===== src/rtl/vga_timing_gen_pkg.sv =====
// Shared timing defaults, derived totals and display_addr field split for the
// 800x600@72 Hz raster generator.
package vga_timing_gen_pkg;

    // Counter width; every window compare is unsigned at this width.
    localparam int CW = 11;

    // Default 800x600@72 Hz timing (50 MHz pixel clock).
    localparam int DEF_H_VISIBLE = 800;
    localparam int DEF_H_FRONT   = 56;
    localparam int DEF_H_SYNC    = 120;
    localparam int DEF_H_BACK    = 64;
    localparam int DEF_V_VISIBLE = 600;
    localparam int DEF_V_FRONT   = 37;
    localparam int DEF_V_SYNC    = 6;
    localparam int DEF_V_BACK    = 23;

    localparam int H_TOTAL = DEF_H_VISIBLE + DEF_H_FRONT + DEF_H_SYNC + DEF_H_BACK;
    localparam int V_TOTAL = DEF_V_VISIBLE + DEF_V_FRONT + DEF_V_SYNC + DEF_V_BACK;

    // display_addr = {x, y}
    localparam int X_MSB = 21;
    localparam int X_LSB = 11;
    localparam int Y_MSB = 10;

    // Registered pin bundle.
    typedef struct packed {
        logic [2:0] rgb;
        logic       hsync;
        logic       vsync;
        logic       active;
        logic       frame_start;
    } vga_out_t;

endpackage


===== src/rtl/vga_axis_counter.sv =====
// One raster axis: wrapping counter plus visible and sync window decodes.
// Used once for the horizontal axis and once for the vertical axis.
module vga_axis_counter
    import vga_timing_gen_pkg::*;
(
    input  logic          sysclk,
    input  logic          reset,
    input  logic          en,
    input  logic [CW-1:0] total,
    input  logic [CW-1:0] vis_len,
    input  logic [CW-1:0] sync_start,
    input  logic [CW-1:0] sync_end,     // exclusive
    output logic [CW-1:0] cnt,
    output logic          wrap,
    output logic          visible,
    output logic          in_sync
);

    assign wrap    = en && (cnt == total - CW'(1));
    assign visible = cnt < vis_len;
    assign in_sync = (cnt >= sync_start) && (cnt < sync_end);

    // Advance when enabled, wrap to 0 at the end of the axis.
    always_ff @(posedge sysclk or posedge reset) begin
        if (reset)
            cnt <= '0;
        else if (en)
            cnt <= wrap ? '0 : cnt + CW'(1);
    end

endmodule


===== src/rtl/vga_timing_gen.sv =====
// VGA raster timing stage: scans the frame, presents {x, y} to the GPU and
// registers the returned colour into blanked RGB aligned with HSYNC/VSYNC.
// Build option VGA_DATA_REG_EN: adds a capture register on display_data so the
// GPU gets a full cycle; all outputs then trail display_addr by 2 clocks.
module vga_timing_gen
    import vga_timing_gen_pkg::*;
#(
    parameter int   H_VISIBLE = DEF_H_VISIBLE,
    parameter int   H_FRONT   = DEF_H_FRONT,
    parameter int   H_SYNC    = DEF_H_SYNC,
    parameter int   H_BACK    = DEF_H_BACK,
    parameter int   V_VISIBLE = DEF_V_VISIBLE,
    parameter int   V_FRONT   = DEF_V_FRONT,
    parameter int   V_SYNC    = DEF_V_SYNC,
    parameter int   V_BACK    = DEF_V_BACK,
    parameter logic SYNC_POL  = 1'b1
) (
    input  logic        sysclk,
    input  logic        reset,
    input  logic [2:0]  display_data,
    output logic [21:0] display_addr,
    output logic        vga_r,
    output logic        vga_g,
    output logic        vga_b,
    output logic        vga_hsync,
    output logic        vga_vsync,
    output logic        active,
    output logic        frame_start
);

    localparam int H_TOT_I = H_VISIBLE + H_FRONT + H_SYNC + H_BACK;
    localparam int V_TOT_I = V_VISIBLE + V_FRONT + V_SYNC + V_BACK;

    if (H_TOT_I > 2048 || V_TOT_I > 2048) begin : g_bad_timing
        $error("vga_timing_gen: totals must fit 11-bit counters");
    end

    logic [CW-1:0] h_cnt, v_cnt;
    logic          h_wrap, v_wrap_unused;
    logic          h_vis, v_vis, h_in_sync, v_in_sync;

    vga_axis_counter u_h (
        .sysclk     (sysclk),
        .reset      (reset),
        .en         (1'b1),
        .total      (CW'(H_TOT_I)),
        .vis_len    (CW'(H_VISIBLE)),
        .sync_start (CW'(H_VISIBLE + H_FRONT)),
        .sync_end   (CW'(H_VISIBLE + H_FRONT + H_SYNC)),
        .cnt        (h_cnt),
        .wrap       (h_wrap),
        .visible    (h_vis),
        .in_sync    (h_in_sync)
    );

    vga_axis_counter u_v (
        .sysclk     (sysclk),
        .reset      (reset),
        .en         (h_wrap),
        .total      (CW'(V_TOT_I)),
        .vis_len    (CW'(V_VISIBLE)),
        .sync_start (CW'(V_VISIBLE + V_FRONT)),
        .sync_end   (CW'(V_VISIBLE + V_FRONT + V_SYNC)),
        .cnt        (v_cnt),
        .wrap       (v_wrap_unused),
        .visible    (v_vis),
        .in_sync    (v_in_sync)
    );

    assign display_addr = {h_cnt, v_cnt};

    logic       vis_now, fs_now;
    logic [2:0] data_s;
    logic       vis_s, hs_s, vs_s, fs_s;

    assign vis_now = h_vis && v_vis;
    assign fs_now  = (h_cnt == '0) && (v_cnt == '0);

`ifdef VGA_DATA_REG_EN
    logic [2:0] data_q;
    logic       vis_q, hs_q, vs_q, fs_q;

    // Capture GPU data with the decodes of the address that produced it.
    always_ff @(posedge sysclk or posedge reset) begin
        if (reset)
            {data_q, vis_q, hs_q, vs_q, fs_q} <= '0;
        else
            {data_q, vis_q, hs_q, vs_q, fs_q} <=
                {display_data, vis_now, h_in_sync, v_in_sync, fs_now};
    end

    assign {data_s, vis_s, hs_s, vs_s, fs_s} = {data_q, vis_q, hs_q, vs_q, fs_q};
`else
    assign {data_s, vis_s, hs_s, vs_s, fs_s} =
        {display_data, vis_now, h_in_sync, v_in_sync, fs_now};
`endif

    vga_out_t out_q;

    // Pin register: blank RGB outside the visible area, apply sync polarity.
    always_ff @(posedge sysclk or posedge reset) begin
        if (reset) begin
            out_q <= '{rgb: 3'b000, hsync: ~SYNC_POL, vsync: ~SYNC_POL,
                       active: 1'b0, frame_start: 1'b0};
        end else begin
            out_q.rgb         <= vis_s ? data_s : 3'b000;
            out_q.hsync       <= hs_s ? SYNC_POL : ~SYNC_POL;
            out_q.vsync       <= vs_s ? SYNC_POL : ~SYNC_POL;
            out_q.active      <= vis_s;
            out_q.frame_start <= fs_s;
        end
    end

    assign {vga_r, vga_g, vga_b} = out_q.rgb;
    assign vga_hsync             = out_q.hsync;
    assign vga_vsync             = out_q.vsync;
    assign active                = out_q.active;
    assign frame_start           = out_q.frame_start;

endmodule


===== config.mk =====
export PLATFORM = sky130hd
export DESIGN_NAME = vga_timing_gen
export DESIGN_NICKNAME = d
export VERILOG_FILES = /design/src/rtl/vga_timing_gen_pkg.sv /design/src/rtl/vga_axis_counter.sv /design/src/rtl/vga_timing_gen.sv
export SDC_FILE = /design/constraint.sdc
export NUM_CORES = 1
export LEC_CHECK = 0
export CAP_MARGIN = 20
export CORE_UTILIZATION = 30
export CTS_CLUSTER_DIAMETER = 150
export DETAILED_ROUTE_END_ITERATION = 8
export PLACE_DENSITY_LB_ADDON = 0.08
export RECOVER_POWER = 100
export SLEW_MARGIN = 10
export SYNTH_ARGS = -nofsm -noshare
export SYNTH_HDL_FRONTEND = slang
export SYNTH_HIERARCHICAL = 1
export SYNTH_SLANG_ARGS = --single-unit

===== constraint.sdc =====
create_clock -name sysclk -period 3.1 [get_ports sysclk]
set_clock_uncertainty 0.2 [all_clocks]
set_input_delay 0.62 -clock sysclk [delete_from_list [all_inputs] [get_ports sysclk]]
set_output_delay 0.62 -clock sysclk [all_outputs]
set_load 0.05 [all_outputs]

==> impl_results.md, run 1 <==
* RSZ-0062 raised after global routing: no
* CTS sink cnt at 29
* Mapped Area at around 3600 µm²
* GRT Total Usage at between 10% and 20%
* P_leak at 2.785 nW
* WS Path Type: flip-flop to flip-flop
* Worst-Margin Slew at around 540 ps
* TritonCTS Buffers at 5
* Final WS setup at about 300 ps
* Drt pass-1 iters at 6
* Fill cells at about 1200
* IO buf count at 33
* Final ANT Viol Nets at 0
* Die W at ~110 µm
* Core region area at about 12000 µm²
* Worst slack, placed at 219.0 ps
* Flops & latches, synth at 29
* Post-synthesis async set-or-reset flop share at 100.0%
* TNS Setup at 0 ps
* Utilization after layout at a little over two fifths
* Fmax achieved at 356.7 MHz
* Bufs on Longest Clock Path at 2
* Layout cells sized above 1 at approximately 5.9%
* Worst path required time at between 3000 and 4000 ps
* Synthesis Warnings at 6
* Worst Hold Class: flip-flop to flip-flop
* Crit path DAT at approximately 2800 ps
* Clk pin slew, worst setup/hold paths at around 50 ps
* Count leader, synth: inv_1
* Via count at about 3300
* Routed len/inst at approximately 11 µm
* Largest cells by area after synthesis: ha_1, dfrtp_1, inv_1
* Outcome: finished with violations
* Die height at between 100 and 150 µm
* Post-synth EDFFs at 0
* Count of pins over their slew limit at 0
* DR DRC count at 3
* Grt ovf at 0
* Via density at 4.210
* Hold_buf cts at 0
* Clk_lat worst skew at 280 ps
* Crit. End Element: flip-flop
* DP Wirelength at between 7000 and 8000 µm
* Fin. Hold Viols at 0
* Failing checks: design-rule violations
* Deepest level of the CTS H-tree at 2
* Starting DRT DRC Count at 85
* Post-route clock period utilization at between 90% and 100%
* Starting Density at a little under a third
* Top cell type by total area after synthesis: ha_1
* Area growth, synth to finish at 35.17%
* CTS tree: built
* Vias in the first global route at around 3200
* Power per cell area at 381.9 nW/µm²
* First-pass GRT wire length at 14750 µm
* Post-synth top area share at between 20% and 30%
* Launching element type of the critical path: flip-flop
* Die area at about 13000 µm²
* Root buffer cell: clkbuf_16
* Max Cap Viol at 0
* Worst vdd ir at 0.0004292 V
* Largest net degree at the start of global routing at 13
* Row count at 39
* Synth cell types at 44
* Minimum clock period at roughly 2800 ps
* Final net count at ~700
* ANT cells at 0
* # IOs at 34
* Max_slew headroom at between 60% and 70%
* Gpl congestion at ~0.78
* Sequential area share after synthesis at between 20% and 30%
* Initial antenna violation count at 0
* Mean Syn Cell Area at ~8.3 µm²
* Post-synth top flop: dfrtp_1
* Critical path peak fanout at 9
* Finish-stage setup viols at 0
* Final hold slack at 425.8 ps
* Routed Wire Length at slightly below 9000 µm
* Gate Count Post-Synth at about 440
* Most frequent cells after synthesis: inv_1, ha_1, nor2_1
==> repair_timing <==
item                                    CTS  global route
endpoints found under the hold margin     0             0
resized for setup                         0             0
endpoints found under the setup margin    0             1
setup buffers                             0             1
==> cell families (layout without fill, tap and decap cells) <==
kind of cell | Yosys count | count (layout) | synth area share (%)
compound gates | 90 | 90 | 17.10
xor+xnor | 44 | 44 | 10.62
fa+ha+maj | 66 | 66 | 22.76
buf+inv | 81 | 131 | 8.448
flops | 29 | 29 | 20.00
mux | 2 | 2 | 0.8276
other cells | 2 | 145 | 0.2070
simple gates | 125 | 125 | 20.03
==> registers in the layout, summed over array words and instances (netlist names) <==
| register | flops |
|---|---|
| vga_b | 1 |
| vga_hsync | 1 |
| frame_start | 1 |
| vga_r | 1 |
| vga_vsync | 1 |
| u_h/cnt | 11 |
| vga_g | 1 |
| active | 1 |
| u_v/cnt | 11 |
==> stage by stage <==
step	cell area (µm²)	std cells	total power [W]
CTS	4921	774	0.001918
global placement	4775	766	0.001419
detailed placement	4775	766	0.001429
global route	4905	775	0.002044
finish	4905	775	0.001873
floorplan	4197	582	0.001154
==> path summary, 6_finish.rpt <==
check | cells past startpoint | slack, ps | startpoint | end
setup reg to reg | 10 | 300 | u_h/cnt[3] | u_v/cnt[0]
min in group asynchronous | 2 | 620 | reset | vga_g
hold reg to reg | 2 | 430 | u_h/cnt[10] | frame_start
setup / recovery | 10 | 300 | u_h/cnt[3] | u_v/cnt[0]
max in group asynchronous | 2 | 1690 | reset | u_h/cnt[4]
hold / removal | 2 | 430 | u_h/cnt[10] | frame_start
==> final cells by class <==
cell class	instances	area (µm²)	area share (%)
Multi-Input combinational cell	472	3123	63.67
Sequential cell	29	730.7	14.90
Timing Repair Buffer	52	459.2	9.362
Inverter	71	266.5	5.434
Tap cell	143	178.9	3.648
Clock buffer	8	146.4	2.985
==> placed cells by master (no fill, tap or decap), types with 5 or more instances in the layout <==
cell,synthesis,final
a211oi_1,8,8
a21o_1,12,12
a21oi_1,20,20
and3_1,11,11
buf_4,0,15
clkbuf_1,8,5
clkbuf_16,0,5
conb_1,2,145
dfrtp_1,29,25
dlygate4sd3_1,0,30
ha_1,66,66
inv_1,71,71
nand2_1,12,12
nand2b_1,14,14
nand4_1,15,15
nor2_1,34,34
nor4_1,6,7
o21a_1,8,8
o21ai_0,18,18
xnor2_1,16,16
xor2_1,28,28
==> worst max-delay path, cell delays in order (launching register included) <==
cell and delay (ps):
dfrtp_2 450, xor2_1 190, xnor2_1 140, nand4_1 120, a2111oi_2 310, o221a_2 320, nand4_1 120, a2111oi_2 230
o221a_2 280, nor2_1 50, mux2_4 260
==> where the power goes <==
part	internal, W	total, W	switching [W]
registers	0.000431	0.000498	0.0000672
logic	0.000351	0.000895	0.000543
clock network	0.000319	0.000480	0.000161
total	0.00110	0.00187	0.000772
==> layer usage <==
layer / wire, µm / global-route usage, % / share of wire, %
met1: 4101 / 17.66 / 47
met2: 4364 / 27.91 / 50
met3: 192 / 2.341 / 2.2
met4: 53 / 2.667 / 0.61
met5: 0 / 0 / 0
No activity file was read; power rests on OpenSTA's default activity.
==> run 2: changes to the inputs <==
--- a/config.mk
+++ b/config.mk
@@ -6,6 +6,7 @@
 export NUM_CORES = 1
 export LEC_CHECK = 0
 export CAP_MARGIN = 20
+export CORE_MARGIN = 2
 export CORE_UTILIZATION = 30
 export CTS_CLUSTER_DIAMETER = 150
 export DETAILED_ROUTE_END_ITERATION = 8
==> run 2 against run 1 <==
  * The run now ends clean
  * Final cell count increased by 0.39%
  * Global-route usage grew 0.31 points
  * Via count grew 0.58%
  * First-iteration DRC count is 44% higher
  * Combinational power grew 1%
  * Flip-flop and latch count did not move
  * Register-to-register slack worse by 60 ps
  * Largest cell class unchanged
==> impl_results.md, run 2 (same netlist as run 1, synthesis figures left out) <==
* Grt ovf at 0 (unchanged)
* Fill cells at 1253 (+1.5%)
* Origin of the critical flop-to-flop path: u_h/cnt[3]
* Fin. Hold Viols at 0 (unchanged)
* Most common cell after layout, fill and taps aside: conb_1
* Multi-input gate area at 3123 µm² (unchanged)
* GRT Total Usage at 15.09% (+0.31 points)
* Routed len/inst at 11.39 µm (+1.3%)
* Clk_lat worst skew at 280 ps (about the same)
* Power per cell area at 381.3 nW/µm² (-0.14%)
* Core region area at 11910 µm² (+2.6%)
* Area growth, synth to finish at 35.07% (about the same)
* Sequential cell area at 730.7 µm² (unchanged)
* First-pass GRT wire length at 15700 µm (+6.5%)
* Post-CTS Resized at 0 (unchanged)
* WS Path Type: flip-flop to flip-flop
* Initial antenna violation count at 0 (unchanged)
* Outcome: finished clean
* Max Cap Viol at 0 (unchanged)
* Commonest cells after routing, fill and taps aside: conb_1, inv_1, ha_1
* Drt pass-1 iters at 5 (-1)
* Starting Density at 30.46% (-0.78 points)
* Crit. End Element: flip-flop
* Starting DRT DRC Count at 122 (+44%)
* Deepest level of the CTS H-tree at 2 (unchanged)
* Root buffer cell: clkbuf_16
* Worst Hold Class: flip-flop to flip-flop
* Minimum clock period at 2864 ps (+60.24 ps)
* Launching element type of the critical path: flip-flop
* Worst R2R Setup Slack at 240 ps (-60 ps)
* Worst path required time at 3060 ps (about the same)
* Worst vdd ir at 0.0004385 V (+2.2%)
* DR DRC count at 0 (-3)
* Die W at 114.0 µm (+1.8%)
* Row count at 40 (+2.6%)
* Post-CTS setup buffer count at 0 (unchanged)
* Design Area, Final at 4901 µm² (about the same)
* RSZ-0062 raised after global routing: no
* Final ANT Viol Nets at 0 (unchanged)
* Critical path cell sequence: xor2_1 -> xnor2_1 -> nand4_1 -> a2111oi_2 -> o221a_2 -> nand4_1 -> a2111oi_2 -> o221a_2 -> nor2_1 -> mux2_4
* Max_slew headroom at 65.29% (+1.4 points)
* P_leak at 2.784 nW (about the same)
* Bufs on Longest Clock Path at 2 (unchanged)
* Layout cells sized above 1 at 6.022% (+0.17 points)
* Crit path DAT at 2820 ps (+60 ps)
* Top flop regs: u_h/cnt (11), u_v/cnt (11)
* Critical path peak fanout at 9 (unchanged)
* Hold_sp: u_h/cnt[10]
* # IOs at 34 (unchanged)
* IO buf count at 33 (unchanged)
* Vias in the first global route at 3231 (+2.1%)
* Worst-Margin Slew at 518.9 ps (-22.49 ps)
* Final WS setup at 236.2 ps (-60.24 ps)
* Worst R2R End: u_v/cnt[0]
* Die area at 12990 µm² (+3.6%)
* Fmax achieved at 349.2 MHz (-2.1%)
* TNS Setup at 0 ps (unchanged)
* Clk pin slew, worst setup/hold paths at 50 ps (about the same)
* Utilization after layout at 41.14% (-1.1 points)
* Via density at 4.219 (+0.19%)
* Buf/Inv on CP at 0 (unchanged)
* DP Wirelength at 7162 µm (+1.0%)
* Routed Wire Length at 8858 µm (+1.7%)
* CP peak stage delay at 460 ps (about the same)
* Via count at 3282 (+0.58%)
* CTS sink cnt at 29 (unchanged)
* Count of pins over their slew limit at 0 (unchanged)
* Critical Path Stages at 10 (unchanged)
* ANT cells at 0 (unchanged)
* Largest net degree at the start of global routing at 16 (+3)
* CTS tree: built
* Gpl congestion at 0.7657 (-1.4%)
* Hold path depth at 2 (unchanged)
* CP delay by family, top: compound AO/OA/AOI/OAI gates
* Final net count at 701 (-0.14%)
* Area after DPL at 4780 µm² (+0.10%)
* Worst slack, placed at 269.5 ps (+50.51 ps)
* Sink of the worst hold path: frame_start
* Post-route clock period utilization at 92.38% (+1.9 points)
* Die height at 114.0 µm (+1.8%)
* Hold_buf cts at 0 (unchanged)
* Finish-stage setup viols at 0 (unchanged)
* Max stage delay cell, worst path: dfrtp_2
* TritonCTS Buffers at 5 (unchanged)
* FF-to-FF path depth at 10 (unchanged)
run 2: cell count changes in the layout (fill, tap and decap cells not counted):
cell      before  now
and2_1         0    1
and2_0         1    0
clkbuf_1       5    3
clkbuf_2       1    0
clkbuf_8       1    0
clkinv_2       0    2
buf_4         15   16
run 2: per-stage QoR:
stage | hold WS, ps | instances | total power (W)
after floorplan | 223.4 | 582 | 0.001154
after global placement | 421.1 | 770 | 0.001426
after detailed placement | 434.5 | 770 | 0.001439
after CTS | 435.0 | 778 | 0.001928
after global routing | 465.1 | 778 | 0.002036
final | 431.8 | 778 | 0.001869
run 2: where the power goes:
part	internal (W)	switching, W
sequential	0.000431	0.0000645
combinational	0.000349	0.000554
clock	0.000294	0.000176
run 2: final cells by class:
cell class / instances / area share, %
timing repair buffer: 51 / 9.344
tap: 147 / 3.753
clock buffer: 6 / 2.630
inverter: 71 / 5.438
multi-input combinational: 472 / 63.72
sequential: 29 / 14.91
clock inverter: 2 / 0.2042
run 2: routing by layer:
layer	vias up	part of all wire (%)	global-route usage [%]
met2	41	50	27.26
met4	0	0.98	4.065
met1	1469	47	18.77
met3	8	2.6	2.072
met5	-	0	0
li1	1764	-	-
run 2: worst max path at each step:
| stage | end | slack [ps] | from |
|---|---|---|---|
| finish | u_v/cnt[0] | 240 | u_h/cnt[3] |
| global route | u_v/cnt[0] | 20 | u_h/cnt[3] |
| CTS | u_v/cnt[0] | 250 | u_h/cnt[3] |
| detailed placement | u_v/cnt[0] | 270 | u_h/cnt[3] |
| global placement | u_v/cnt[0] | 320 | u_h/cnt[3] |
| floorplan | u_v/cnt[0] | 40 | u_h/cnt[2] |
run 2: worst register-to-register path, stage by stage (launching register included):
cell and delay, ps:
dfrtp_2 460, xor2_1 190, xnor2_1 140, nand4_1 120, a2111oi_2 320, o221a_2 300, nand4_1 110, a2111oi_2 250
o221a_2 330, nor2_1 60, mux2_4 270
